<file path="src/rtl/alu_pkg.sv">
`default_nettype none
// ============================================================================
//  Module      : alu_pkg
//  Description : Shared encodings for the narrow alu and the wide sequencer:
//                command codes, alu op codes and sequencer FSM states.
//  Revision    : 1.0 - initial release
// ============================================================================
package alu_pkg;

    // Wide sequencer command codes
    localparam logic [1:0] CMD_ADD = 2'd0;
    localparam logic [1:0] CMD_SUB = 2'd1;
    localparam logic [1:0] CMD_AND = 2'd2;
    localparam logic [1:0] CMD_XOR = 2'd3;

    // Narrow alu operation codes
    localparam logic [1:0] ALU_ADD = 2'd0;
    localparam logic [1:0] ALU_AND = 2'd1;
    localparam logic [1:0] ALU_XOR = 2'd2;

    // Sequencer FSM states
    localparam logic [1:0] ST_IDLE = 2'd0;
    localparam logic [1:0] ST_RUN  = 2'd1;
    localparam logic [1:0] ST_DONE = 2'd2;

endpackage : alu_pkg
`default_nettype wire

</file>
<file path="src/rtl/alu.sv">
`default_nettype none
// ============================================================================
//  Module      : alu
//  Description : Narrow combinational ALU. ADD uses the carry input and
//                reports carry-out and signed overflow; AND/XOR report
//                neither.
//  Revision    : 1.0 - initial release
// ============================================================================
module alu
    import alu_pkg::*;
#(
    parameter int WIDTH = 4
) (
    input  logic [WIDTH-1:0] in_x,
    input  logic [WIDTH-1:0] in_y,
    input  logic             in_c,
    input  logic [1:0]       op,
    output logic [WIDTH-1:0] out_s,
    output logic             out_c,
    output logic             zero,
    output logic             overflow
);

    logic [WIDTH:0] w_sum;

    assign w_sum = {1'b0, in_x} + {1'b0, in_y} + {{WIDTH{1'b0}}, in_c};

    // Operation select; signed overflow when both operands share a sign the sum lacks
    always_comb begin
        out_s    = '0;
        out_c    = 1'b0;
        overflow = 1'b0;
        case (op)
            ALU_ADD: begin
                out_s    = w_sum[WIDTH-1:0];
                out_c    = w_sum[WIDTH];
                overflow = (in_x[WIDTH-1] == in_y[WIDTH-1]) &&
                           (w_sum[WIDTH-1] != in_x[WIDTH-1]);
            end
            ALU_AND: out_s = in_x & in_y;
            ALU_XOR: out_s = in_x ^ in_y;
            default: out_s = '0;
        endcase
    end

    assign zero = ~|out_s;

endmodule : alu
`default_nettype wire

</file>
<file path="src/rtl/alu_wide_seq.sv">
`default_nettype none
// ============================================================================
//  Module      : alu_wide_seq
//  Description : Multi-cycle wide ADD/SUB/AND/XOR built on one narrow alu.
//                One slice per cycle, LSB slice first, carry chained through
//                a register. Start/ready handshake, one-cycle done pulse.
//  Revision    : 1.0 - initial release
// ============================================================================
module alu_wide_seq
    import alu_pkg::*;
#(
    parameter int WIDTH  = 4,
    parameter int SLICES = 4
) (
    input  logic                      clk,
    input  logic                      rst,
    input  logic                      start,
    input  logic [1:0]                cmd,
    input  logic [WIDTH*SLICES-1:0]   a,
    input  logic [WIDTH*SLICES-1:0]   b,
    output logic                      ready,
    output logic                      done,
    output logic [WIDTH*SLICES-1:0]   result,
    output logic                      carry,
    output logic                      zero,
    output logic                      overflow
);

    localparam int N     = WIDTH * SLICES;
    localparam int IDX_W = (SLICES > 1) ? $clog2(SLICES) : 1;
    localparam logic [IDX_W-1:0] c_LAST_IDX = IDX_W'(SLICES - 1);

    logic [1:0]       r_state;
    logic [IDX_W-1:0] r_idx;
    logic [1:0]       r_cmd;
    logic [N-1:0]     r_a;
    logic [N-1:0]     r_b;
    logic             r_cy;
    logic [N-1:0]     r_result;
    logic             r_carry;
    logic             r_ovf;

    int               w_base;
    logic             w_arith;
    logic [WIDTH-1:0] w_x;
    logic [WIDTH-1:0] w_y;
    logic             w_c;
    logic [1:0]       w_op;
    logic [WIDTH-1:0] w_out_s;
    logic             w_out_c;
    logic             w_alu_ovf;
    logic             w_alu_zero_unused;

    // Slice select and command decode; alu inputs come from latched registers only
    always_comb begin
        w_base  = int'(r_idx) * WIDTH;
        w_arith = (r_cmd == CMD_ADD) || (r_cmd == CMD_SUB);
        w_x     = r_a[w_base +: WIDTH];
        w_y     = (r_cmd == CMD_SUB) ? ~r_b[w_base +: WIDTH] : r_b[w_base +: WIDTH];
        w_c     = w_arith ? r_cy : 1'b0;
        case (r_cmd)
            CMD_AND: w_op = ALU_AND;
            CMD_XOR: w_op = ALU_XOR;
            default: w_op = ALU_ADD;
        endcase
    end

    alu #(
        .WIDTH (WIDTH)
    ) u_alu (
        .in_x     (w_x),
        .in_y     (w_y),
        .in_c     (w_c),
        .op       (w_op),
        .out_s    (w_out_s),
        .out_c    (w_out_c),
        .zero     (w_alu_zero_unused),
        .overflow (w_alu_ovf)
    );

    // Sequencer: accept in IDLE, one slice per RUN cycle, single DONE cycle
    always_ff @(posedge clk or posedge rst) begin
        if (rst) begin
            r_state  <= ST_IDLE;
            r_idx    <= '0;
            r_cmd    <= CMD_ADD;
            r_a      <= '0;
            r_b      <= '0;
            r_cy     <= 1'b0;
            r_result <= '0;
            r_carry  <= 1'b0;
            r_ovf    <= 1'b0;
        end else begin
            case (r_state)
                ST_IDLE: begin
                    if (start) begin
                        r_cmd    <= cmd;
                        r_a      <= a;
                        r_b      <= b;
                        r_idx    <= '0;
                        // SUB is a + ~b + 1, so the chain starts with carry set
                        r_cy     <= (cmd == CMD_SUB);
                        r_result <= '0;
                        r_carry  <= 1'b0;
                        r_ovf    <= 1'b0;
                        r_state  <= ST_RUN;
                    end
                end
                ST_RUN: begin
                    r_result[w_base +: WIDTH] <= w_out_s;
                    r_cy  <= w_out_c;
                    r_idx <= r_idx + 1'b1;
                    if (r_idx == c_LAST_IDX) begin
                        r_carry <= w_arith ? w_out_c   : 1'b0;
                        r_ovf   <= w_arith ? w_alu_ovf : 1'b0;
                        r_idx   <= '0;
                        r_state <= ST_DONE;
                    end
                end
                ST_DONE: r_state <= ST_IDLE;
                default: r_state <= ST_IDLE;
            endcase
        end
    end

    assign ready    = (r_state == ST_IDLE);
    assign done     = (r_state == ST_DONE);
    assign result   = r_result;
    assign carry    = r_carry;
    assign overflow = r_ovf;
    assign zero     = ~|r_result;

endmodule : alu_wide_seq
`default_nettype wire
</file>
<file path="config.mk">
export PLATFORM = sky130hd
export DESIGN_NAME = alu_wide_seq
export DESIGN_NICKNAME = d
export VERILOG_FILES = /design/src/rtl/alu_pkg.sv /design/src/rtl/alu.sv /design/src/rtl/alu_wide_seq.sv
export SDC_FILE = /design/constraint.sdc
export NUM_CORES = 1
export LEC_CHECK = 0
export BUFFER_PORTS_ARGS = -buffer_cell sky130_fd_sc_hd__buf_4
export CORE_MARGIN = 10
export CORE_UTILIZATION = 30
export CTS_CLUSTER_DIAMETER = 100
export DETAILED_ROUTE_END_ITERATION = 10
export GPL_ROUTABILITY_DRIVEN = 1
export PLACE_DENSITY = 0.53
export SKIP_LAST_GASP = 1
export SYNTH_ARGS = -nofsm -noshare
export SYNTH_HDL_FRONTEND = slang
export SYNTH_HIERARCHICAL = 1
export SYNTH_SLANG_ARGS = --single-unit
</file>
<file path="constraint.sdc">
create_clock -name clk -period 3.6 [get_ports clk]
set_input_delay 0.9 -clock clk [delete_from_list [all_inputs] [get_ports clk]]
set_output_delay 0.9 -clock clk [all_outputs]
set_load 0.01 [all_outputs]
</file>
==> run_results.csv <==
group,metric,value,unit
status,status,"complete, no violations",
global_route,grt_use_total,0.1051,
cts,tritoncts,"done",
timing,fin_skew,0.01264,ns
worst_setup_path,critPathKind,"flip-flop to flip-flop",
cts,cts_resized,0,
global_route,grt_util_met2,0.1563,
floorplanning,initial_core_util,0.3059,
layout,areaGrowthSynthToFinish,25.21,%
global_route,grt_pass1_wl,12.16,mm
worst_setup_path,startpoint,"r_idx[0]",
worst_setup_path,rr_startpoint,"r_idx[0]",
power,clkPwrFrac,0.177,
timing,slew_violations,0,
power,p_leak,1.880,nW
placed_design,numPortBuffers,57,
floorplanning,die_width,119.4,um
global_route,grt_pass1_vias,2433,
synthesis,synth_warnings,6,
power,p_int,2.306,mW
worst_setup_path,worstSetupStartpointType,"flip-flop",
timing,final_hold_viol_count,0,
timing,slew-limit-headroom,0.5182,
layout,finalNonFillerCells,483,
floorplanning,die_h,119.4,um
cts,hold_buffers,0,
timing,finalSetupTns,0,ns
global_route,use_met1,0.1348,
cts,post_cts_buffers,0,
synthesis,syn_inst,285,
worst_setup_path,arrival,3.45,ns
layout,fin_area,3710,um2
worst_setup_path,cp_data_required_time,3.82,ns
power,power,3.929,mW
cts,cts_root_buf,"clkbuf_8",
cts,cts.sinks,57,
timing,setup_viol,0,
cts,clk_pin_slew_worst_paths,0.07,ns
route,drt-total-wl,7.087,mm
route,wl_per_cell,14.67,um
worst_setup_path,path_max_fanout,8,
cts,clockBufferDepth,2,
route,first_pass_iters,4,
power,p_sw_frac,0.4130,
synthesis,synth_nets,333,
floorplanning,dieArea,14250,um2
timing,fin_crit_sh,0.8966,
placed_design,globalplace.congestion,0.7897,
global_route,antenna_found_initial,0,
hold_path,hold_start,"r_b[14]",
cts,h-tree-depth,3,
timing,max_freq,309.8,MHz
power,ir_worst_vdd,477.0,uV
flow_run,max-cap-violations,0,
floorplanning,rows,36,
power,switchingPower,1.622,mW
cts,cts_made_buffers,9,
power,pwr-share-comb,0.536,
route,drtIter0Drc,98,
power,power.density,1059,nW/um2
placed_design,place_area,3481,um2
timing,worst_pin_slew,0.7227,ns
route,ant_nets,0,
layout,num_antenna_cells,0,
global_route,grt_start_max_net_pins,58,
timing,rsz0062_at_grt,"no",
synthesis,synth_area_per_cell,10.40,um2
layout,drive_gt1_frac,0.2743,
route,drc,0,
timing,post-route-min-period,3.228,ns
global_route,grt_busiest_layer,"met2",
placed_design,post-dp-hpwl,5.280,mm
layout,nets,393,
worst_setup_path,end_kind,"flip-flop",
power,power_frac_seq,0.287,
route,vias_per_cell,4.513,
cts,clk_latency,0.35,ns
placed_design,place_inst,467,
global_route,grtUsageMet3,0.04062,
floorplanning,core_area,9684,um2
global_route,grt-ovfl-total,0,
hold_path,hold_class,"flip-flop to flip-flop",
floorplanning,io-pin-count,58,
synthesis,syn_area,2963,um2
route,vias,2180,
cell usage in the layout (no fill, tap or decap), types with 3 or more instances in the layout:
cell	n
nand2_1	111
a21o_1	5
a22o_1	17
nor4_1	4
dfrtp_1	57
buf_4	63
inv_1	3
nand3_1	3
nand2b_1	3
clkbuf_8	11
a21oi_1	4
nor3b_1	3
mux4_2	8
xor2_1	5
ha_1	9
nor2b_1	6
power by group through the flow:
stage / sequential (mW) / combinational, mW / clock [mW]
3_5_place_dp: 1.15 / 2.13 / 0
6_report: 1.13 / 2.10 / 0.695
2_1_floorplan: 1.09 / 1.60 / 0
5_1_grt: 1.18 / 2.38 / 0.747
4_1_cts: 1.14 / 2.15 / 0.713
3_3_place_gp: 1.14 / 2.09 / 0
state kept, by name, summed over array words and instances, names as in the netlist:
register and cells:
r_a 16, r_idx 2, result 16, r_state 2, r_cy 1, overflow 1, r_b 16, r_cmd 2
carry 1
layout make-up:
type	count	area (um2)
fill	986	5974
sequential	57	1426
multi-input combinational	210	1400
timing repair buffer	63	473.0
tap	133	166.4
clock buffer	12	155.1
clock inverter	4	73.82
inverter	4	15.01
final timing paths:
kind                       cells after the start   endpoint  slack [ns]
max                                            9      carry        0.37
min                                            2    r_b[14]        0.47
max reg2reg                                    9      carry        0.37
min reg2reg                                    2    r_b[14]        0.47
max in group asynchronous                      3   overflow        2.35
min in group asynchronous                      3  result[4]        0.75
critical path, stage by stage, from the launching register on:
cell and delay, ns:
dfrtp_1 0.63, mux4_2 0.57, xor2_1 0.18, fa_1 0.46, fa_1 0.42, a21o_1 0.19
a21oi_1 0.14, nor3_1 0.07, nor3b_1 0.17, mux2_2 0.28
stage by stage:
step | util | hold WS (ns) | setup slack [ns]
final | 0.3831 | 0.4711 | 0.3722
after detailed placement | 0.3594 | 0.4583 | 0.3940
after global routing | 0.3831 | 0.4958 | 0.1709
after CTS | 0.3831 | 0.4770 | 0.3439
after global placement | 0.3594 | 0.4555 | 0.4203
after floorplan | - | 0.4395 | 0.6456
routing by layer:
metal,part of all wire,vias up
met4,0.015,0
met1,0.48,1029
met5,0,-
met2,0.44,53
met3,0.062,10
li1,-,1088
Power figures use the tool's default switching activity.
